==> src/rtl/data_mem_ctrl_pkg.sv <==
// Shared types and constants for the MEM-stage data memory controller.
// Holds the FSM state encoding, address width and stack pointer reset value.
package data_mem_ctrl_pkg;

   localparam int MEM_AW = 11;

   typedef logic [MEM_AW-1:0] maddr_t;

   localparam maddr_t SP_RESET = 11'h7FF;

   typedef enum logic [2:0] {
      IDLE,
      RD_WAIT,
      PC_LO,
      POP_LO,
      POP_HI
   } state_t;

endpackage

==> src/rtl/data_mem_ctrl_if.sv <==
// Request, data-memory and result signals of the MEM-stage controller.
// The slave side is the controller; the master side is the pipeline and memory.
interface data_mem_ctrl_if;
   import data_mem_ctrl_pkg::*;

   logic          memRead;
   logic          memWrite;
   logic          push;
   logic          pop;
   logic          pc_push;
   logic          pc_pop;
   logic [15:0]   addr;
   logic [15:0]   wdata;
   logic [31:0]   pc_in;
   logic [15:0]   mem_rdata;
   maddr_t        mem_addr;
   logic [15:0]   mem_wdata;
   logic          mem_we;
   logic          mem_re;
   logic [15:0]   rdata_out;
   logic          rdata_valid;
   logic [31:0]   pc_out;
   logic          pc_valid;
   logic          stall;
   maddr_t        sp;
   logic          stack_err;

   modport master (
      output memRead, memWrite, push, pop, pc_push, pc_pop,
      output addr, wdata, pc_in, mem_rdata,
      input  mem_addr, mem_wdata, mem_we, mem_re,
      input  rdata_out, rdata_valid, pc_out, pc_valid, stall, sp, stack_err
   );

   modport slave (
      input  memRead, memWrite, push, pop, pc_push, pc_pop,
      input  addr, wdata, pc_in, mem_rdata,
      output mem_addr, mem_wdata, mem_we, mem_re,
      output rdata_out, rdata_valid, pc_out, pc_valid, stall, sp, stack_err
   );

endinterface

==> src/rtl/data_mem_ctrl_sp_reg.sv <==
// Descending stack pointer with +/-1 and +/-2 updates, wrapping modulo 2048.
// Updates on the next edge; exposes neighbour addresses and full/empty compares.
module data_mem_ctrl_sp_reg
   import data_mem_ctrl_pkg::*;
(
   input  logic   clk,
   input  logic   rst,
   input  logic   inc1,
   input  logic   dec1,
   input  logic   inc2,
   input  logic   dec2,
   output maddr_t sp,
   output maddr_t sp_p1,
   output maddr_t sp_p2,
   output maddr_t sp_m1,
   output logic   empty1,
   output logic   empty2,
   output logic   full1,
   output logic   full2
);

   always_ff @(posedge clk or negedge rst) begin
      if (!rst) begin
         sp <= SP_RESET;
      end else if (inc1) begin
         sp <= sp + maddr_t'(1);
      end else if (dec1) begin
         sp <= sp - maddr_t'(1);
      end else if (inc2) begin
         sp <= sp + maddr_t'(2);
      end else if (dec2) begin
         sp <= sp - maddr_t'(2);
      end
   end

   assign sp_p1  = sp + maddr_t'(1);
   assign sp_p2  = sp + maddr_t'(2);
   assign sp_m1  = sp - maddr_t'(1);

   // empty: fewer than one (or two) words on the stack; full: no room for one (or two)
   assign empty1 = (sp == 11'h7FF);
   assign empty2 = (sp >= 11'h7FE);
   assign full1  = (sp == 11'h000);
   assign full2  = (sp <= 11'h001);

endmodule

==> src/rtl/data_mem_ctrl.sv <==
// MEM-stage controller arbitrating loads/stores, stack and 32-bit PC save/restore onto one memory port.
// Store/push take 0 extra cycles, load/pop/pc_push 1, pc_pop 2; stall holds the pipeline, no other backpressure.
module data_mem_ctrl
   import data_mem_ctrl_pkg::*;
(
   input  logic           clk,
   input  logic           rst,
   data_mem_ctrl_if.slave bus
);

   state_t       state;
   state_t       state_nxt;
   logic [15:0]  pc_lo_q;
   logic [15:0]  low_q;
   logic [15:0]  rdata_q;
   logic [31:0]  pc_q;

   logic         pc_lo_ld;
   logic         low_ld;
   logic         rd_ld;
   logic         pc_ld;
   logic         inc1, dec1, inc2, dec2;
   logic         mem_we, mem_re, stack_err;
   maddr_t       mem_addr;
   logic [15:0]  mem_wdata;

   maddr_t       sp, sp_p1, sp_p2, sp_m1;
   logic         empty1, empty2, full1, full2;
   logic         unused_addr_hi;

   assign unused_addr_hi = ^bus.addr[15:11];

   data_mem_ctrl_sp_reg sp_reg (
      .clk    (clk),
      .rst    (rst),
      .inc1   (inc1),
      .dec1   (dec1),
      .inc2   (inc2),
      .dec2   (dec2),
      .sp     (sp),
      .sp_p1  (sp_p1),
      .sp_p2  (sp_p2),
      .sp_m1  (sp_m1),
      .empty1 (empty1),
      .empty2 (empty2),
      .full1  (full1),
      .full2  (full2)
   );

   always_ff @(posedge clk or negedge rst) begin
      if (!rst) begin
         state   <= IDLE;
         pc_lo_q <= '0;
         low_q   <= '0;
         rdata_q <= '0;
         pc_q    <= '0;
      end else begin
         state <= state_nxt;
         if (pc_lo_ld) pc_lo_q <= bus.pc_in[15:0];
         if (low_ld)   low_q   <= bus.mem_rdata;
         if (rd_ld)    rdata_q <= bus.mem_rdata;
         if (pc_ld)    pc_q    <= {bus.mem_rdata, low_q};
      end
   end

   always_comb begin
      state_nxt = state;
      mem_we    = 1'b0;
      mem_re    = 1'b0;
      mem_addr  = '0;
      mem_wdata = '0;
      stack_err = 1'b0;
      pc_lo_ld  = 1'b0;
      low_ld    = 1'b0;
      rd_ld     = 1'b0;
      pc_ld     = 1'b0;
      inc1      = 1'b0;
      dec1      = 1'b0;
      inc2      = 1'b0;
      dec2      = 1'b0;
      // Gating on rst keeps the port quiet while reset is held, even in IDLE.
      if (rst) begin
         case (state)
            IDLE: begin
               if (bus.pc_pop) begin
                  if (empty2) begin
                     stack_err = 1'b1;
                  end else begin
                     mem_re    = 1'b1;
                     mem_addr  = sp_p1;
                     state_nxt = POP_LO;
                  end
               end else if (bus.pc_push) begin
                  if (full2) begin
                     stack_err = 1'b1;
                  end else begin
                     mem_we    = 1'b1;
                     mem_addr  = sp;
                     mem_wdata = bus.pc_in[31:16];
                     pc_lo_ld  = 1'b1;
                     state_nxt = PC_LO;
                  end
               end else if (bus.pop) begin
                  if (empty1) begin
                     stack_err = 1'b1;
                  end else begin
                     mem_re    = 1'b1;
                     mem_addr  = sp_p1;
                     inc1      = 1'b1;
                     state_nxt = RD_WAIT;
                  end
               end else if (bus.push) begin
                  if (full1) begin
                     stack_err = 1'b1;
                  end else begin
                     mem_we    = 1'b1;
                     mem_addr  = sp;
                     mem_wdata = bus.wdata;
                     dec1      = 1'b1;
                  end
               end else if (bus.memRead) begin
                  mem_re    = 1'b1;
                  mem_addr  = bus.addr[MEM_AW-1:0];
                  state_nxt = RD_WAIT;
               end else if (bus.memWrite) begin
                  mem_we    = 1'b1;
                  mem_addr  = bus.addr[MEM_AW-1:0];
                  mem_wdata = bus.wdata;
               end
            end
            RD_WAIT: begin
               rd_ld     = 1'b1;
               state_nxt = IDLE;
            end
            PC_LO: begin
               // sp has not moved yet, so the low half goes one below the high half
               mem_we    = 1'b1;
               mem_addr  = sp_m1;
               mem_wdata = pc_lo_q;
               dec2      = 1'b1;
               state_nxt = IDLE;
            end
            POP_LO: begin
               low_ld    = 1'b1;
               mem_re    = 1'b1;
               mem_addr  = sp_p2;
               state_nxt = POP_HI;
            end
            POP_HI: begin
               pc_ld     = 1'b1;
               inc2      = 1'b1;
               state_nxt = IDLE;
            end
            default: state_nxt = IDLE;
         endcase
      end
   end

   assign bus.mem_we      = mem_we;
   assign bus.mem_re      = mem_re;
   assign bus.mem_addr    = mem_addr;
   assign bus.mem_wdata   = mem_wdata;
   assign bus.stack_err   = stack_err;
   assign bus.stall       = (state != IDLE);
   assign bus.sp          = sp;
   assign bus.rdata_valid = (state == RD_WAIT);
   assign bus.rdata_out   = (state == RD_WAIT) ? bus.mem_rdata : rdata_q;
   assign bus.pc_valid    = (state == POP_HI);
   assign bus.pc_out      = (state == POP_HI) ? {bus.mem_rdata, low_q} : pc_q;

endmodule

==> src/flat_wrapper.sv <==
// flat-port wrapper written by rule: the top's interface ports become plain ports
module data_mem_ctrl_flat import data_mem_ctrl_pkg::*;
  (clk, rst, bus_memRead, bus_memWrite, bus_push, bus_pop, bus_pc_push, bus_pc_pop, bus_addr, bus_wdata, bus_pc_in, bus_mem_rdata, bus_mem_addr, bus_mem_wdata, bus_mem_we, bus_mem_re, bus_rdata_out, bus_rdata_valid, bus_pc_out, bus_pc_valid, bus_stall, bus_sp, bus_stack_err);
  data_mem_ctrl_if bus_i ();
  input  logic clk;
  input  logic rst;
  input wire logic [$bits(bus_i.memRead)-1:0] bus_memRead;
  input wire logic [$bits(bus_i.memWrite)-1:0] bus_memWrite;
  input wire logic [$bits(bus_i.push)-1:0] bus_push;
  input wire logic [$bits(bus_i.pop)-1:0] bus_pop;
  input wire logic [$bits(bus_i.pc_push)-1:0] bus_pc_push;
  input wire logic [$bits(bus_i.pc_pop)-1:0] bus_pc_pop;
  input wire logic [$bits(bus_i.addr)-1:0] bus_addr;
  input wire logic [$bits(bus_i.wdata)-1:0] bus_wdata;
  input wire logic [$bits(bus_i.pc_in)-1:0] bus_pc_in;
  input wire logic [$bits(bus_i.mem_rdata)-1:0] bus_mem_rdata;
  output wire logic [$bits(bus_i.mem_addr)-1:0] bus_mem_addr;
  output wire logic [$bits(bus_i.mem_wdata)-1:0] bus_mem_wdata;
  output wire logic [$bits(bus_i.mem_we)-1:0] bus_mem_we;
  output wire logic [$bits(bus_i.mem_re)-1:0] bus_mem_re;
  output wire logic [$bits(bus_i.rdata_out)-1:0] bus_rdata_out;
  output wire logic [$bits(bus_i.rdata_valid)-1:0] bus_rdata_valid;
  output wire logic [$bits(bus_i.pc_out)-1:0] bus_pc_out;
  output wire logic [$bits(bus_i.pc_valid)-1:0] bus_pc_valid;
  output wire logic [$bits(bus_i.stall)-1:0] bus_stall;
  output wire logic [$bits(bus_i.sp)-1:0] bus_sp;
  output wire logic [$bits(bus_i.stack_err)-1:0] bus_stack_err;
  assign bus_i.memRead = bus_memRead;
  assign bus_i.memWrite = bus_memWrite;
  assign bus_i.push = bus_push;
  assign bus_i.pop = bus_pop;
  assign bus_i.pc_push = bus_pc_push;
  assign bus_i.pc_pop = bus_pc_pop;
  assign bus_i.addr = bus_addr;
  assign bus_i.wdata = bus_wdata;
  assign bus_i.pc_in = bus_pc_in;
  assign bus_i.mem_rdata = bus_mem_rdata;
  assign bus_mem_addr = bus_i.mem_addr;
  assign bus_mem_wdata = bus_i.mem_wdata;
  assign bus_mem_we = bus_i.mem_we;
  assign bus_mem_re = bus_i.mem_re;
  assign bus_rdata_out = bus_i.rdata_out;
  assign bus_rdata_valid = bus_i.rdata_valid;
  assign bus_pc_out = bus_i.pc_out;
  assign bus_pc_valid = bus_i.pc_valid;
  assign bus_stall = bus_i.stall;
  assign bus_sp = bus_i.sp;
  assign bus_stack_err = bus_i.stack_err;
  data_mem_ctrl u_core (.clk(clk), .rst(rst), .bus(bus_i));
endmodule
==> config.mk <==
export PLATFORM = sky130hd
export DESIGN_NAME = data_mem_ctrl_flat
export DESIGN_NICKNAME = d
export VERILOG_FILES = /design/src/rtl/data_mem_ctrl_pkg.sv /design/src/rtl/data_mem_ctrl_if.sv /design/src/rtl/data_mem_ctrl_sp_reg.sv /design/src/rtl/data_mem_ctrl.sv /design/src/flat_wrapper.sv
export SDC_FILE = /design/constraint.sdc
export NUM_CORES = 1
export LEC_CHECK = 0
export ABC_AREA = 1
export CORE_MARGIN = 2
export CORE_UTILIZATION = 45
export DETAILED_ROUTE_END_ITERATION = 12
export GPL_TIMING_DRIVEN = 1
export PLACE_DENSITY = 0.84
export SKIP_LAST_GASP = 1
export SLEW_MARGIN = 10
export SYNTH_ARGS = -nofsm -noshare
export SYNTH_HDL_FRONTEND = slang
export SYNTH_HIERARCHICAL = 1
export SYNTH_SLANG_ARGS = --single-unit
==> constraint.sdc <==
create_clock -name clk -period 2.3 [get_ports clk]
set_input_delay 0.345 -clock clk [delete_from_list [all_inputs] [get_ports clk]]
set_output_delay 0.345 -clock clk [all_outputs]
set_load 0.01 [all_outputs]
; ---- After elaboration in Yosys (flattened, before gate mapping)
; Cells that the tools add are included.
; W data, S select, Z words.
[totals]
register_bits = 94
out_inout_bits = 92
wordCells = 116
input_bits = 88
[op_classes]
reduce_logical = 5
muxes = 89
add_sub_neg = 4
eq_ne = 10
magnitude_cmp = 2
[ops]
columns = operator, count
row1 = $mux W11, 15
row2 = $mux W16, 10
row3 = $mux W1, 50
row4 = $pmux W11 S3, 1
row5 = $mux W32, 1
row6 = $pmux W16 S2, 1
row7 = $mux W3, 8
row8 = $ne A5 B5 Y1 const B, 3
row9 = $add A11 B1 Y11 const B, 1
row10 = $add A11 B2 Y11 const B, 1
row11 = $eq A11 B11 Y1 const B, 1
row12 = $ge A11 B11 Y1 const B, 1
row13 = $le A11 B1 Y1 const B, 1
row14 = $logic_not A11 Y1, 1
row15 = $sub A11 B1 Y11 const B, 1
row16 = $sub A11 B2 Y11 const B, 1
row17 = $eq A3 B2 Y1 const B, 2
row18 = $pmux W3 S2, 1
row19 = $reduce_and A6 Y1, 1
row20 = $ne A4 B4 Y1 const B, 1
row21 = $pmux W1 S2, 2
row22 = $reduce_bool A4 Y1, 1
row23 = $eq A3 B1 Y1 const B, 1
row24 = $eq A3 B3 Y1 const B, 1
row25 = 3 further kinds, 3

; ---- Logic depth before layout (Yosys ltp)
; Gate-level depths: netlist (run 1).
[logic_depth]
ltp_word = 10
depth_mapped = 16
ltp_nobuf = 16

; ---- By module
; Netlist (run 1), hierarchy kept.
[by_module_without_submodules]
columns = mod, area_per_inst_um2, seq_area_each_um2, n_inst, cells_each
row1 = data_mem_ctrl, 4942.2, 2077.0, 1, 708
row2 = data_mem_ctrl_sp_reg, 1811.7, 289.0, 1, 282

; ---- Worst setup path after synthesis (run 1)
; Ideal clock, no wire load.
[synth_path]
kind = register -> output
startpoint = register u_core.sp_reg.sp[1]
endpoint = output bus_mem_wdata[10]
required_time_ps = 1955
arrival_time_ps = 2194
path_buffers = 1
path_stages_with_launch = 13
setup_slack_ps = -239
cell_sequence = dfstp_2 -> inv_1 -> ha_1 -> nand2_4 -> nor2_4 -> nand3_2 -> a21oi_1 -> inv_2 -> clkbuf_1 -> nand3_1 -> o21ai_0 -> nand2_1 -> a21oi_1
[synth_via]
word_cells_on_any_way = 10
cone_classes = order compare (1) / mux (8) / reduce/logical (1)
[synth_lines]
columns = item, line
row1 = "start, declared", data_mem_ctrl_sp_reg.sv:12  ; output maddr_t sp,
row2 = "start signal, assigned", data_mem_ctrl_sp_reg.sv:26  ; sp <= sp + maddr_t'(1);
row3 = "start signal, assigned", data_mem_ctrl_sp_reg.sv:28  ; sp <= sp - maddr_t'(1);
row4 = "start signal, assigned", data_mem_ctrl_sp_reg.sv:30  ; sp <= sp + maddr_t'(2);
row5 = $le A11 B1 Y1, data_mem_ctrl_sp_reg.sv:44  ; assign full2 = (sp <= 11'h001);
row6 = named net u_core.full2, data_mem_ctrl.sv:28  ; logic empty1, empty2, full1, full2;
row7 = $mux W16, data_mem_ctrl.sv:94  ; if (full2) begin
row8 = $mux W16, data_mem_ctrl.sv:93  ; end else if (bus.pc_push) begin
row9 = $mux W16, data_mem_ctrl.sv:85  ; if (bus.pc_pop) begin
row10 = $pmux W16 S2, data_mem_ctrl.sv:83  ; case (state)
row11 = $mux W16, data_mem_ctrl.sv:82  ; if (rst) begin
row12 = "end, declared", flat_wrapper.sv:18  ; output wire logic [$bits(bus_i.mem_wdata)-1:0] bus_mem_wdata;
; The timed path passes the listed nets, and every way through them passes these cells.

; ---- Worst setup path after layout (run 1)
[layout_path]
startpoint = register u_core.sp_reg.sp[2]
endpoint = output bus_mem_addr[7]
[layout_via]
elab_chain_cells = 8
word_cells_on_any_way = 17
cone_classes = add/sub (3) / order compare (2) / eq/ne (1) / mux (10) / reduce/logical (1)
[layout_rtl]
columns = item, line
row1 = $logic_not A11 Y1, data_mem_ctrl_sp_reg.sv:43  ; assign full1 = (sp == 11'h000);
row2 = named net u_core.full1, data_mem_ctrl.sv:28
row3 = $mux W11, data_mem_ctrl.sv:113  ; if (full1) begin
row4 = $mux W11, data_mem_ctrl.sv:112  ; end else if (bus.push) begin
row5 = $mux W11, data_mem_ctrl.sv:103  ; end else if (bus.pop) begin
row6 = $mux W11, data_mem_ctrl.sv:93
row7 = $mux W11, data_mem_ctrl.sv:85
row8 = $pmux W11 S3, data_mem_ctrl.sv:83
row9 = $mux W11, data_mem_ctrl.sv:82
row10 = "end, declared", flat_wrapper.sv:17  ; output wire logic [$bits(bus_i.mem_addr)-1:0] bus_mem_addr;
; The timed path passes the listed nets, and every way through them passes these cells.

==> summary by stage, run 1 <==
CTS
The clock latency on the worst-skew pair is between 300 and 400 ps. The number of sinks driven by the clock tree is 94. The maximum buffer depth of the clock tree is 2. The clock edge transition at the registers on the reported setup and hold paths is 70 ps. TritonCTS built the clock tree. The deepest level of the CTS H-tree is 3. The tree is rooted in a sky130_fd_sc_hd__clkbuf_16.

TritonCTS created 9 clock buffers.

Worst setup path
Of all nets on the critical path, the largest fanout is 6. The worst reg2reg path depth is 15. The critical path start-end classification is flop to primary output. The endpoint of the worst-slack reg-to-reg timing path is u_core/sp_reg/sp[1]$_DFFE_PN1P_. The worst setup path is captured at a primary output. The startpoint of the most critical register-to-register path is u_core/sp_reg/sp[1]$_DFFE_PN1P_. The arrival time at the worst endpoint is 2520 ps.

The startpoint type of the worst setup path is a flop. STA puts the critical path data required time at 1960 ps. The reg2reg setup slack is -440 ps.

In this run the worst setup path begins at u_core/sp_reg/sp[2]$_DFFE_PN1P_.

Pwr
The internal portion of total power is between 6 and 7 mW. Of the total power, the share spent switching nets is 0.452. The overall power of the completed layout is around 12 mW. In this run the static leakage power is 5.13 nW.

Of the total power, the clock network draws 0.117. The worst-case IR drop observed on VDD is between 0.7 and 0.8 mV. For this design the ratio of total power to cell area is 1190 nW/µm². The combinational cell fraction of total power is 0.639. The analysis attributes to net switching a power of 5.55 mW. Of the total power, registers draw 0.245.

Floorplanning
In this run the count of I/O pins placed on the die edge is 180. After floorplanning, the core was divided into 44 placement rows. Measured along the x axis, the die boundary spans between 100 and 150 µm. The total area inside the core boundary comes to approximately 15000 µm². The starting utilization of the core area is 0.463. The full die area is between 15000 and 20000 µm². The floorplan step set the die height to about 130 µm.

Layout
The area of the multi-input gates is 4230 µm². The count of fill cells added during filler insertion is about 1100. The total number of nets in the final design is 1367. The largest register by flop count is u_core/pc_q. The top cell types in the final layout, fill and taps aside, are sky130_fd_sc_hd__nand2_1, sky130_fd_sc_hd__o21ai_0, sky130_fd_sc_hd__buf_4, sky130_fd_sc_hd__clkdlybuf4s50_1, sky130_fd_sc_hd__dfrtp_1. The library cell used most frequently in the layout, excluding fill and tap cells, is sky130_fd_sc_hd__nand2_1.

The finished layout cell area is 10300 µm². The sequential standard cell area is between 2000 and 2500 µm². Of the cells placed in the final design, the portion with a size suffix greater than 1 is 0.282. The register with the most flip-flops in the layout has 32 of them.

The number of antenna diodes is 0. From synthesis to final layout, the design area changed by 53.2%.

Place
The total half-perimeter wirelength after legalization and detailed placement is approximately 17000 µm. Routability-driven placement finished with a final weighted congestion of a little under 1. Prior to clock tree synthesis, the placed netlist has a worst setup slack of -586 ps. The number of port buffers is between 150 and 200.

In this run the cell area measured after placement is approximately 9500 µm².

Yosys
When the netlist entered floorplanning its net count stood at approximately 1100. The share of Yosys cell area claimed by the top area cell type is 0.308. The synthesis warning total is 6. The number of instances in the synthesized netlist is between 900 and 1000. The cell type contributing the most total cell area after synthesis is sky130_fd_sc_hd__dfrtp_1.

The post-synthesis instance area is 6750 µm². The synthesized netlist contains 42 unique library cells. The number of flip-flops and latches in the synthesized netlist is 94. The part of the Yosys area used for sequential elements is 0.350. In the post-synthesis netlist, the biggest area contributors are sky130_fd_sc_hd__dfrtp_1, sky130_fd_sc_hd__nand2_1, sky130_fd_sc_hd__o21ai_0. The synthesized area divided by synthesized cell count is 6.82 µm².

Route
The uppermost metal layer occupied by signal nets is met4. The final antenna-violating net count is 0. The total length of routed met2 wires is approximately 12000 µm. The number of DRC markers after the initial detailed-route iteration is ~810. The routed length per instance is roughly 17 µm. The first detailed-routing pass ran for 6 iterations.

The wire length reported by the detailed router is 25400 µm. In the routed design, unresolved DRC markers number 0. After detailed routing, the wire length on met1 is slightly below 10000 µm. The length of routed met3 wiring is between 2000 and 2500 µm. The final route contains 8086 vias. After detailed routing, the number of vias per cell comes to 5.54.

Job
The tool flagged a number of max-cap violations equal to 0.

Outcome
The flow ran to the end, but the final reports show violations. The final reports fail on negative setup slack.

Global routing
Summed over all layers, the global routing overflow is 0. The maximum number of pins on one net before global-route repair is 65. The via count of the first global-routing pass is 7608. The number of antenna violations at the first check in global routing is 0.

The first global-routing pass estimated slightly below 40000 µm of wire. The combined global-route utilization of all metal layers is 0.300.

Timing
The clock period minus final worst setup slack is around 2900 ps. For the pin with the worst max-slew slack, the measured transition is between 600 and 700 ps. The count of endpoints failing hold in the final timing report is 0. Between clock sinks in the finished design, the worst skew comes to 12.1 ps. The peak clock frequency supported by timing is 349 MHz.

In the finished design, the share of the clock period the worst path needs comes to 1.24. The smallest setup slack after layout is -563 ps. The number of endpoints failing setup at the final stage is 42. The worst slew slack as a fraction of its limit is 0.559. The number of max-slew violations in the final report is 0.

Setup repair after global routing could not meet its margin everywhere.

Min path
The min-delay analysis places its worst path in the category primary input to asynchronous set/reset pin.
==> layout make-up <==
class / instances / area share
Tap cell: 184 / 0.0223
Timing Repair Buffer: 320 / 0.278
Clock inverter: 6 / 0.00447
Sequential cell: 94 / 0.229
Inverter: 94 / 0.0365
Clock buffer: 9 / 0.0218
Multi-Input combinational cell: 753 / 0.409
==> metal layers <==
metal	up-vias	GRT usage
li1	3735	-
met1	3730	0.396
met2	517	0.494
met3	104	0.0666
met4	0	0.0911
met5	-	0
==> kinds of logic after synthesis <==
kind of cell | share of synthesized area
buffers and inverters | 0.0958
xor gates and xnor gates | 0.0178
DFF | 0.350
adders and majority gates | 0.0130
muxes | 0.0322
and+or+nand+nor | 0.341
AOI/OAI and AO/OA | 0.150
==> power by group through the flow <==
stage / Combinational (mW) / Sequential [mW] / Clock (mW)
after global placement: 7.17 / 2.93 / 0
after floorplan: 3.90 / 2.92 / 0
after CTS: 7.36 / 2.98 / 1.45
after global routing: 8.46 / 3.10 / 1.52
after detailed placement: 7.30 / 2.98 / 0
final: 7.84 / 3.01 / 1.43
==> cells in the mapped netlist, drive strengths merged <==
cell,n
or2,2
xor2,10
nand3,76
nor2,73
inv,92
o2111ai,1
clkbuf,18
a21oi,37
a31oi,1
a211oi,1
nand3b,2
mux2,16
xnor2,2
dfstp,11
and2,4
o21ai,155
nand2,352
nor4b,1
nand4,5
clkinv,2
o22ai,3
nor3,3
buf,33
ha,7
dfrtp,83
==> worst max-delay path, stage by stage, from the launching register on <==
cell and delay, ps:
sky130_fd_sc_hd__dfstp_2 410, sky130_fd_sc_hd__buf_12 150, sky130_fd_sc_hd__nor2_8 90, sky130_fd_sc_hd__nand2_2 90
sky130_fd_sc_hd__nor4b_4 310, sky130_fd_sc_hd__buf_4 220, sky130_fd_sc_hd__clkinvlp_4 190, sky130_fd_sc_hd__nand3_1 110
sky130_fd_sc_hd__nor2_1 50, sky130_fd_sc_hd__nor2_1 120, sky130_fd_sc_hd__nand3_1 90, sky130_fd_sc_hd__a21oi_1 130
sky130_fd_sc_hd__nor2_1 50, sky130_fd_sc_hd__buf_2 150
==> worst max path at each step <==
| stage | end | slack [ps] | cells past startpoint |
|---|---|---|---|
| 2_1_floorplan | bus_mem_addr[10] | -120 | 13 |
| 3_3_place_gp | bus_stack_err | -570 | 10 |
| 3_5_place_dp | bus_mem_wdata[2] | -590 | 10 |
| 4_1_cts | bus_mem_wdata[14] | -470 | 13 |
| 5_1_grt | bus_mem_addr[0] | -660 | 13 |
| 6_report | bus_mem_addr[7] | -560 | 13 |
==> what timing repair did <==
item | in CTS | in global routing
setup buffers | 19 | 6
endpoints found under the hold margin | 0 | 0
endpoints found under the setup margin | 105 | 99
gates cloned | 3 | 2
resized for setup | 258 | 58
hold buffers | 0 | 0
pin swaps | 35 | 24
==> per-stage QoR <==
| stage | setup TNS (ps) | utilization | std cells | hold slack [ps] |
|---|---|---|---|---|
| after floorplan | -3200 | - | 990 | 49.4 |
| after global placement | -17890 | 0.652 | 1415 | 466 |
| after detailed placement | -19920 | 0.652 | 1415 | 473 |
| after CTS | -14230 | 0.691 | 1452 | 122 |
| after global routing | -23610 | 0.709 | 1460 | 159 |
| final | -19140 | 0.709 | 1460 | 105 |
(Power assumes the default switching activity.)
==> run 2, diff against run 1 <==
--- a/config.mk
+++ b/config.mk
@@ -6,6 +6,7 @@
 export NUM_CORES = 1
 export LEC_CHECK = 0
 export ABC_AREA = 1
+export CORE_ASPECT_RATIO = 1.25
 export CORE_MARGIN = 2
 export CORE_UTILIZATION = 45
 export DETAILED_ROUTE_END_ITERATION = 12
==> run 2 against run 1 <==
Effect of this change: wire length up 5.5%; power up 2.3%; sequential power about the same; highest routed layer unchanged; global-route usage up 2.8 points; sequential cell count unchanged; critical endpoint is now bus_mem_wdata[4]; utilization up 1.4 points; largest cell class unchanged; the flow still finishes with violations (negative setup slack); die area about the same; via count up 1.2%; non-clock buffer count up 33; count of clock-buffer cells in the layout up 1.
==> summary by stage, run 2 (same netlist as run 1, synthesis figures left out) <==
Outcome
Status: complete, but fails checks (unchanged). Failing checks: negative setup slack (unchanged).

Timing
The final critical-path share of the clock period came to 1.31 (was 1.24). The worst slew slack as a fraction of its limit came to 0.311 (was 0.559). The worst-margin pin slew is 1030 ps (was 662 ps). The count of endpoints failing hold in the final timing report came to 0 (unchanged). The smallest setup slack after layout is -710 ps (was -563 ps). The peak clock frequency supported by timing came to 332 MHz (was 349 MHz).

The smallest hold slack is 487 ps (was 105 ps). The clock period minus final worst setup slack is 3010 ps (was 2860 ps). The number of max-slew violations in the final report is 0 (unchanged). Unrepaired setup endpoints after global routing: yes (unchanged). The number of endpoints failing setup at the final stage is 59 (was 42). The sum of negative setup slack is -23840 ps (was -19140 ps). The final worst clock skew is 15.6 ps (was 12.1 ps).

Route
The number of DRC markers after the initial detailed-route iteration is 839 (was 811). The total via count in the routed design is 8186 (was 8086). The routed length per instance is 18.0 µm (was 17.4 µm).

The total DRC errors in the routed layout was 0 (unchanged). The routed via count divided by cell count was 5.49 (was 5.54). The final antenna-violating net count was 0 (unchanged).

The detailed-routing iteration count for the pre-antenna-repair pass came to 6 (unchanged). The wire length reported by the detailed router was 26800 µm (was 25400 µm).

Pwr
The power density over cell area is 1170 nW/µm² (was 1190 nW/µm²). The leakage power summed over all cells is 5.31 nW (was 5.13 nW). The worst IR drop on VDD is 0.793 mV (was 0.728 mV).

Global routing
The maximum number of pins on one net before global-route repair was 82 (was 65). The combined global-route utilization of all metal layers is 0.328 (was 0.300). The number of antenna violations at the first check in global routing is 0 (unchanged). The first-pass GRT wire length is 41500 µm (was 38800 µm).

The via count of the first global-routing pass is 8044 (was 7608). The total overflow reported by the global router is 0 (unchanged).

Layout
The flip-flop count of the largest register, all copies and words added was 32 (unchanged). The total number of nets in the final design is 1400 (was 1367). The number of antenna diodes came to 0 (unchanged). The area of the multi-input gates is 4280 µm² (was 4230 µm²).

The share of post-route cells with drive strength above 1 is 0.306 (was 0.282). The sequential standard cell area is 2370 µm² (about the same). The most common library cell in the layout ignoring fill and taps is sky130_fd_sc_hd__nand2_1 (unchanged). The largest register by flop count is u_core/pc_q (unchanged).

The area added between synthesis and finish is 58.7% (was 53.2%). The count of fill cells added during filler insertion is 1097 (was 1122). Most used cells in the layout excluding fill and tap cells: sky130_fd_sc_hd__nand2_1, sky130_fd_sc_hd__buf_4, sky130_fd_sc_hd__o21ai_0, sky130_fd_sc_hd__clkdlybuf4s50_1, sky130_fd_sc_hd__dfrtp_1 (was sky130_fd_sc_hd__nand2_1, sky130_fd_sc_hd__o21ai_0, sky130_fd_sc_hd__buf_4, sky130_fd_sc_hd__clkdlybuf4s50_1, sky130_fd_sc_hd__dfrtp_1).

Place
The number of port buffers is 174 (unchanged). The last weighted congestion value of the routability-driven placer is 0.978 (was 0.974). The total half-perimeter wirelength after legalization and detailed placement is 17300 µm (was 16600 µm).

Floorplanning
The I/O pin count is 180 (unchanged). The starting utilization of the core area is 0.456 (was 0.463). The die height is 141 µm (was 127 µm). The full die area is 16000 µm² (about the same). The die span in x is 114 µm (was 127 µm). The number of rows created at floorplan came to 50 (was 44). The area inside the core boundary is 14800 µm² (was 14600 µm²).

Min path
The worst min-delay path category is flop to flop (was primary input to asynchronous set/reset pin).

Worst setup path
The highest fanout seen on the critical path was 8 (was 6). The critical path start-end classification is flop to primary output (unchanged). The element type at the critical path end was a primary output (unchanged). The startpoint type of the worst setup path was a flop (unchanged).

The required time reported for the critical path endpoint is 1960 ps (about the same). The arrival time at the worst endpoint came to 2660 ps (was 2520 ps).

CTS
The number of buffers created by CTS is 9 (unchanged). The clock edge transition at the registers on the reported setup and hold paths came to 80 ps (was 70 ps). The number of sinks driven by the clock tree came to 94 (unchanged). The CTS tree is done (unchanged). The clock tree root driver cell is sky130_fd_sc_hd__clkbuf_16 (unchanged). The maximum buffer depth of the clock tree is 2 (unchanged). The clock latency on the worst-skew pair is 360 ps (was 350 ps).

The deepest level of the CTS H-tree is 3 (unchanged).

Job
The number of max-cap violations is 0 (unchanged).
==> run 2: changes by cell type in the layout (fill, tap and decap cells not counted), moves of 4 or more <==
| cell | delta |
|---|---|
| sky130_fd_sc_hd__buf_4 | +21 |
| sky130_fd_sc_hd__buf_6 | +10 |
| sky130_fd_sc_hd__nand3_2 | +10 |
| sky130_fd_sc_hd__o21ai_1 | -9 |
| sky130_fd_sc_hd__nand3_1 | -7 |
| sky130_fd_sc_hd__nand2_4 | -5 |
| sky130_fd_sc_hd__o21ai_2 | +5 |
| sky130_fd_sc_hd__a21oi_1 | -4 |
==> run 2: final timing paths <==
path / start / end / slack [ps] / cells after the start
worst min-delay path: u_core/rdata_q[14]$_DFFE_PN0P_ / u_core/rdata_q[14]$_DFFE_PN0P_ / 490 / 2
worst max register to register: u_core/sp_reg/sp[1]$_DFFE_PN1P_ / u_core/sp_reg/sp[7]$_DFFE_PN1P_ / -380 / 15
max in group asynchronous: rst / u_core/pc_q[8]$_DFFE_PN0P_ / 460 / 4
min in group asynchronous: rst / u_core/pc_lo_q[9]$_DFFE_PN0P_ / 530 / 3
worst min register to register: u_core/rdata_q[14]$_DFFE_PN0P_ / u_core/rdata_q[14]$_DFFE_PN0P_ / 490 / 2
worst max-delay path: u_core/sp_reg/sp[1]$_DFFE_PN1P_ / bus_mem_wdata[4] / -710 / 14
==> run 2: power by group <==
part / internal (mW) / total [mW] / switching (mW)
sequential: 2.47 / 2.99 / 0.518
combinational: 3.66 / 8.00 / 4.35
clock: 0.796 / 1.57 / 0.774
==> run 2: metal layers <==
layer  vias to the layer above  track usage  share of wire
li1                       3805            -              -
met1                      3842        0.394           0.37
met2                       415        0.565           0.50
met3                       124       0.0576          0.074
met4                         0        0.160          0.050
met5                         -            0              0
==> run 2: critical path: stages, from the launching register on <==
cell                         delay, ps
sky130_fd_sc_hd__dfstp_2           590
sky130_fd_sc_hd__clkinvlp_4        190
sky130_fd_sc_hd__ha_4              220
sky130_fd_sc_hd__nand2_4            90
sky130_fd_sc_hd__nor2_4             40
sky130_fd_sc_hd__nand3_2            90
sky130_fd_sc_hd__a21oi_4            80
sky130_fd_sc_hd__inv_2             110
sky130_fd_sc_hd__buf_12            140
sky130_fd_sc_hd__buf_12            130
sky130_fd_sc_hd__nand3_1            70
sky130_fd_sc_hd__o21ai_1           120
sky130_fd_sc_hd__nand2_1            80
sky130_fd_sc_hd__a21oi_1           170
sky130_fd_sc_hd__buf_2             170
==> run 2: layout make-up <==
cell class	count	area share
Inverter	94	0.0350
Sequential cell	94	0.221
Timing Repair Buffer	353	0.295
Tap cell	182	0.0212
Clock buffer	10	0.0223
Clock inverter	6	0.00607
Multi-Input combinational cell	753	0.400
==> run 2: metrics by stage <==
| stage | utilization | worst slack [ps] | instance area [µm²] | cells | total power, mW |
|---|---|---|---|---|---|
| 5_1_grt | 0.723 | -773 | 10700 | 1492 | 13.4 |
| 2_1_floorplan | - | -115 | 6860 | 990 | 6.81 |
| 3_5_place_dp | 0.650 | -646 | 9640 | 1432 | 10.4 |
| 6_report | 0.723 | -710 | 10700 | 1492 | 12.6 |
| 3_3_place_gp | 0.650 | -712 | 9640 | 1432 | 10.2 |
| 4_1_cts | 0.711 | -552 | 10500 | 1492 | 12.2 |
==> run 2: what timing repair did <==
action / CTS / global route
setup endpoints to repair: 106 / 77
buffers inserted: 41 / 9
cloned: 6 / 0
hold buffers: 1 / 0
gates resized for setup: 284 / 53
hold endpoints to repair: 6 / 0
pin swaps: 52 / 36
